<file path="config.mk">
export PLATFORM = sky130hd
export DESIGN_NAME = fetch_execute_queue
export DESIGN_NICKNAME = d
export VERILOG_FILES = /design/src/rtl/fetch_execute_queue.sv
export SDC_FILE = /design/constraint.sdc
export NUM_CORES = 1
export LEC_CHECK = 0
export ABC_AREA = 1
export CORE_MARGIN = 2
export CORE_UTILIZATION = 50
export DETAILED_ROUTE_END_ITERATION = 8
export GPL_TIMING_DRIVEN = 0
export MAX_ROUTING_LAYER = met4
export PLACE_DENSITY = 0.73
export SLEW_MARGIN = 25
export SYNTH_ARGS = -nofsm -noshare
export SYNTH_HDL_FRONTEND = slang
export SYNTH_SLANG_ARGS = --single-unit
</file>
<file path="constraint.sdc">
create_clock -name CLK -period 9.13 [get_ports CLK]
set_clock_uncertainty 0.2 [all_clocks]
set_input_delay 1.3695 -clock CLK [delete_from_list [all_inputs] [get_ports CLK]]
set_output_delay 1.3695 -clock CLK [all_outputs]
set_load 0.01 [all_outputs]
</file>
<file path="src/rtl/fetch_execute_queue.sv">
// fetch_execute_queue: DEPTH-entry handshaked FIFO between fetch and execute.
// Each entry carries {pc, instr, prediction}; pc4 is rebuilt on the way out.
// A redirect flush empties the queue in one cycle; BYPASS=1 lets an enqueue
// into an empty queue appear on the dequeue side in the same cycle.
module fetch_execute_queue #(
    parameter int WORD_W = 32,
    parameter int DEPTH  = 4,
    parameter bit BYPASS = 1'b0
) (
    input  logic                       CLK,
    input  logic                       RST,
    input  logic                       enq_valid,
    output logic                       enq_ready,
    input  logic [WORD_W-1:0]          enq_pc,
    input  logic [WORD_W-1:0]          enq_instr,
    input  logic [WORD_W-1:0]          enq_prediction,
    output logic                       deq_valid,
    input  logic                       deq_ready,
    output logic [WORD_W-1:0]          deq_pc,
    output logic [WORD_W-1:0]          deq_instr,
    output logic [WORD_W-1:0]          deq_prediction,
    output logic [WORD_W-1:0]          deq_pc4,
    input  logic                       flush,
    output logic [$clog2(DEPTH+1)-1:0] count
);

    localparam int PTR_W = $clog2(DEPTH);
    localparam int CNT_W = $clog2(DEPTH+1);

    typedef struct packed {
        logic [WORD_W-1:0] pc;
        logic [WORD_W-1:0] instr;
        logic [WORD_W-1:0] prediction;
    } entry_t;

    entry_t           mem [DEPTH];
    entry_t           head;
    logic [PTR_W-1:0] rd_ptr;
    logic [PTR_W-1:0] wr_ptr;
    logic             full;
    logic             empty;
    logic             bypass_hit;
    logic             bypass_take;
    logic             enq_fire;
    logic             deq_fire;
    logic             wr_en;
    logic             rd_en;

    assign full  = (count == CNT_W'(DEPTH));
    assign empty = (count == '0);
    assign head  = mem[rd_ptr];

    // Ready depends only on occupancy and reset, never on deq_ready.
    assign enq_ready = !full && !RST;

    // Bypass applies only to an empty queue with no redirect or reset pending.
    assign bypass_hit  = BYPASS && empty && enq_valid && !flush && !RST;
    // A bypassed item taken the same cycle never touches storage.
    assign bypass_take = bypass_hit && deq_ready;

    assign deq_valid = bypass_hit || (!empty && !flush);

    assign enq_fire = enq_valid && enq_ready && !flush;
    assign deq_fire = deq_valid && deq_ready && !flush;
    assign wr_en    = enq_fire && !bypass_take;
    assign rd_en    = deq_fire && !bypass_take;

    // Head-side output mux: storage head, or the incoming entry when bypassing.
    always_comb begin
        // NOTE: every output of a combinational block gets a default first so no latch is inferred.
        deq_pc         = head.pc;
        deq_instr      = head.instr;
        deq_prediction = head.prediction;
        if (bypass_hit) begin
            deq_pc         = enq_pc;
            deq_instr      = enq_instr;
            deq_prediction = enq_prediction;
        end
    end

    // Carry out of the top bit is simply dropped.
    assign deq_pc4 = deq_pc + WORD_W'(4);

    // Pointer, occupancy and storage update; reset beats flush beats handshakes.
    always_ff @(posedge CLK) begin
        // NOTE: sequential state uses non-blocking assignments so every register samples pre-edge values.
        if (RST) begin
            rd_ptr <= '0;
            wr_ptr <= '0;
            count  <= '0;
            // NOTE: storage is cleared on reset here because the head entry is directly observable on deq_*.
            for (int i = 0; i < DEPTH; i++) begin
                mem[i] <= '0;
            end
        end else if (flush) begin
            rd_ptr <= '0;
            wr_ptr <= '0;
            count  <= '0;
        end else begin
            if (wr_en) begin
                mem[wr_ptr] <= '{pc: enq_pc, instr: enq_instr, prediction: enq_prediction};
                wr_ptr      <= wr_ptr + PTR_W'(1);
            end
            if (rd_en) begin
                rd_ptr <= rd_ptr + PTR_W'(1);
            end
            count <= count + CNT_W'(wr_en) - CNT_W'(rd_en);
        end
    end

endmodule

</file>
==> run metrics <==
Flop pwr share 52.6%; WL per Instance 19.4 um; Async SR Flop Fraction 0%; initial core utilization 51.0%; Resized cells post-CTS 0; largest net degree at the start of global routing 46; f_max 194 MHz; worst-path fanout max 10; placed insts 2636; Final Setup Violations 0; # fillers 2926; CP most frequent cell nand2_1; Crit path depth 11; Final ANT Viol Nets 0; status finished clean; clock power share 38.0%; synth cell count leaders nor2_1, edfxtp_1, nand2_1; Seq/Total Area, Yosys 64.2%; Worst Setup Start Kind flip-flop; Hold-fix buffers, CTS 0; Yosys cell types 25; critical path's largest stage delay 0.55 ns; Slew Limit Fails 0; first-pass GRT wire length 80.7 mm; Hold Path Stages 2; top-area cell type share of the netlist area 63.2%; Vias 14800; Syn Nets 2036; later-pin clock latency in the skew report 0.52 ns; main flop type after synthesis edfxtp_1; compound-cell area share of the yosys netlist 6.34%; share of cells above drive strength 1 5.92%; Crit path max-delay family simple AND/OR/NAND/NOR gates; Post CTS Setup Buffer Count 0; I/O pin count 234; Comb power frac 9.4%; CP arrival 3.59 ns; clk root buf clkbuf_16; Max H-tree Level 2; reg-to-reg slack, setup 5.72 ns; Final period util 56.5%; DRC errors left 0; Cells after Synth 1931; CP Cell Sequence buf_6 -> buf_4 -> o21ai_0 -> nand2_1 -> ha_1 -> nand2_1 -> nor2_1 -> nand2_1 -> nor2_2 -> xor2_1 -> clkdlybuf4s50_1; P_sw 0.901 mW; Synth area leader edfxtp_1; DIE AREA 0.0380 sq mm; CTS clock-pin slew for the worst setup and hold paths 0.06 ns; XOR/XNOR Fraction of Synth Area 0.768%; Worst Reg-to-Reg Cells 8; post-DR vias/cell 5.47; Pint 3.05 mW; Synth area leaders edfxtp_1, nor2_1, nand2_1; Core Area 0.0357 sq mm; Crit. End Element output port; worst setup path class flip-flop to output port; Post-Syn Area 0.0182 sq mm; largest family of logic cells by synthesized area simple AND/OR/NAND/NOR gates; Tightest Pin Transition 0.782 ns; Longest Clk Path Bufs 3; final hold viol count 0; port bufs 233; Post-synth EDFFs 384; post-route insts no fill 2708; cts bufs inserted 40; Ys Warns 0; initial antenna violation count 1; CTS tree built; Data required, critical path 7.56 ns; worst hold path class flip-flop to flip-flop; row count 69; most common cell in the netlist nor2_1; net switching share of the total power 22.8%; Avg Cell Area, Syn 9.45 sq um; mux cell area share after synthesis 0%; DP Wirelength 35.5 mm; fin crit period 5.16 ns; simple logic cell fraction of the synthesized area 22.4%; Routed WL 52.5 mm; Seq cells post-synth 393; RSZ-0062 raised after global routing false; nets@finish 2322; reg-to-reg endpoint mem[1][8]; GRT Resource Usage Total 28.5%; worst slack, placed 3.98 ns; Initial DRC Count 1282; maximum VDD drop 0.000136 V; drt pass-1 iters 5; Area Overhead vs Synth 24.2%; Post-Synth Adder-Cell Area 0.316%; PnR worst setup slack 3.97 ns; slowest CP cell clkdlybuf4s50_1; worst rel slew slack 47.7%; Lkg Pwr 9.30 nW; Worst setup endpoint deq_pc4[12]; DIE WIDTH 195 um; grt ovf 0; worst path buffer plus inverter count 3; vias in the first global route 14600; reg-to-reg startpoint count[1]; max_cap viols 0; Placer Congestion 0.896; PwrDens 175 mW/mm^2; Die H 195 um; clock sink count 393
per-layer routing:
| layer | up-vias | part of all wire [%] | GRT usage, % |
|---|---|---|---|
| met3 | 116 | 8.5 | 4.16 |
| li1 | 6946 | - | - |
| met4 | 0 | 3.2 | 9.36 |
| met5 | - | 0 | - |
| met1 | 7053 | 40 | 36.6 |
| met2 | 709 | 49 | 46.9 |
stage by stage:
| stage | util, % | power (mW) | area, sq um | setup TNS, ns | hold WS [ns] |
|---|---|---|---|---|---|
| detailed placement | 60.1 | 2.48 | 21500 | 0 | 0.280 |
| global route | 63.4 | 4.07 | 22700 | 0 | 0.318 |
| CTS | 63.4 | 3.96 | 22600 | 0 | 0.289 |
| floorplan | - | 2.28 | 18200 | 0 | 0.236 |
| finish | 63.4 | 3.95 | 22700 | 0 | 0.294 |
| global placement | 59.2 | 2.48 | 21200 | -163.51 | 0.254 |
how the worst min path moves through the flow:
stage	slack (ns)	to	from
2_1_floorplan	0.24	flip-flop	rd_ptr[1]
3_3_place_gp	0.25	rd_ptr[0]	rd_ptr[0]
3_5_place_dp	0.28	flip-flop	rd_ptr[0]
4_1_cts	0.29	wr_ptr[1]	wr_ptr[1]
5_1_grt	0.32	rd_ptr[1]	rd_ptr[1]
6_report	0.29	wr_ptr[1]	wr_ptr[1]
flip-flops by register name, summed over array words and instances, names as in the netlist, named ones only:
name	flops
count	3
mem	384
rd_ptr	2
wr_ptr	2
placed cells by master (no fill, tap or decap), drive strengths merged, types with 3 or more instances in the layout:
cell / instances
a21oi: 7
nand2: 364
nand4: 8
ha: 3
clkdlybuf4s50: 233
nand3: 71
dfxtp: 9
inv: 151
nor2: 598
o22ai: 66
buf: 56
xor2: 15
o21ai: 140
edfxtp: 384
clkinv: 19
clkbuf: 116
cells by family after synthesis:
family	count (synthesis)
AND/OR/NAND/NOR	1043
AO/OA/AOI/OAI	214
adder cells (fa/ha/maj)	4
flip-flops	393
buffers and inverters	261
XOR/XNOR	16
power groups by stage:
stage | Combinational (mW) | Sequential, mW | Clock [mW]
3_5_place_dp | 0.367 | 2.12 | 0
2_1_floorplan | 0.159 | 2.12 | 0
5_1_grt | 0.398 | 2.09 | 1.59
3_3_place_gp | 0.344 | 2.13 | 0
6_report | 0.370 | 2.08 | 1.50
4_1_cts | 0.370 | 2.08 | 1.51
worst min-delay path, delay by kind of cell (launching register included):
kind,cells,cell delay [ns]
DFF,1,0.32
and+or+nand+nor,1,0.07
AOI/OAI and AO/OA,1,0.06
area by class of cell:
class	count	area [sq um]	share of cell area, %
timing repair buffer	244	2620	11.6
multi-input combinational	1277	5470	24.1
antenna	1	2.50	0.0110
inverter	150	563	2.49
tap	461	577	2.55
buffer	111	536	2.36
clock inverter	21	138	0.608
clock buffer	50	1040	4.58
sequential	393	11700	51.7
No activity file was read; power rests on OpenSTA's default activity.
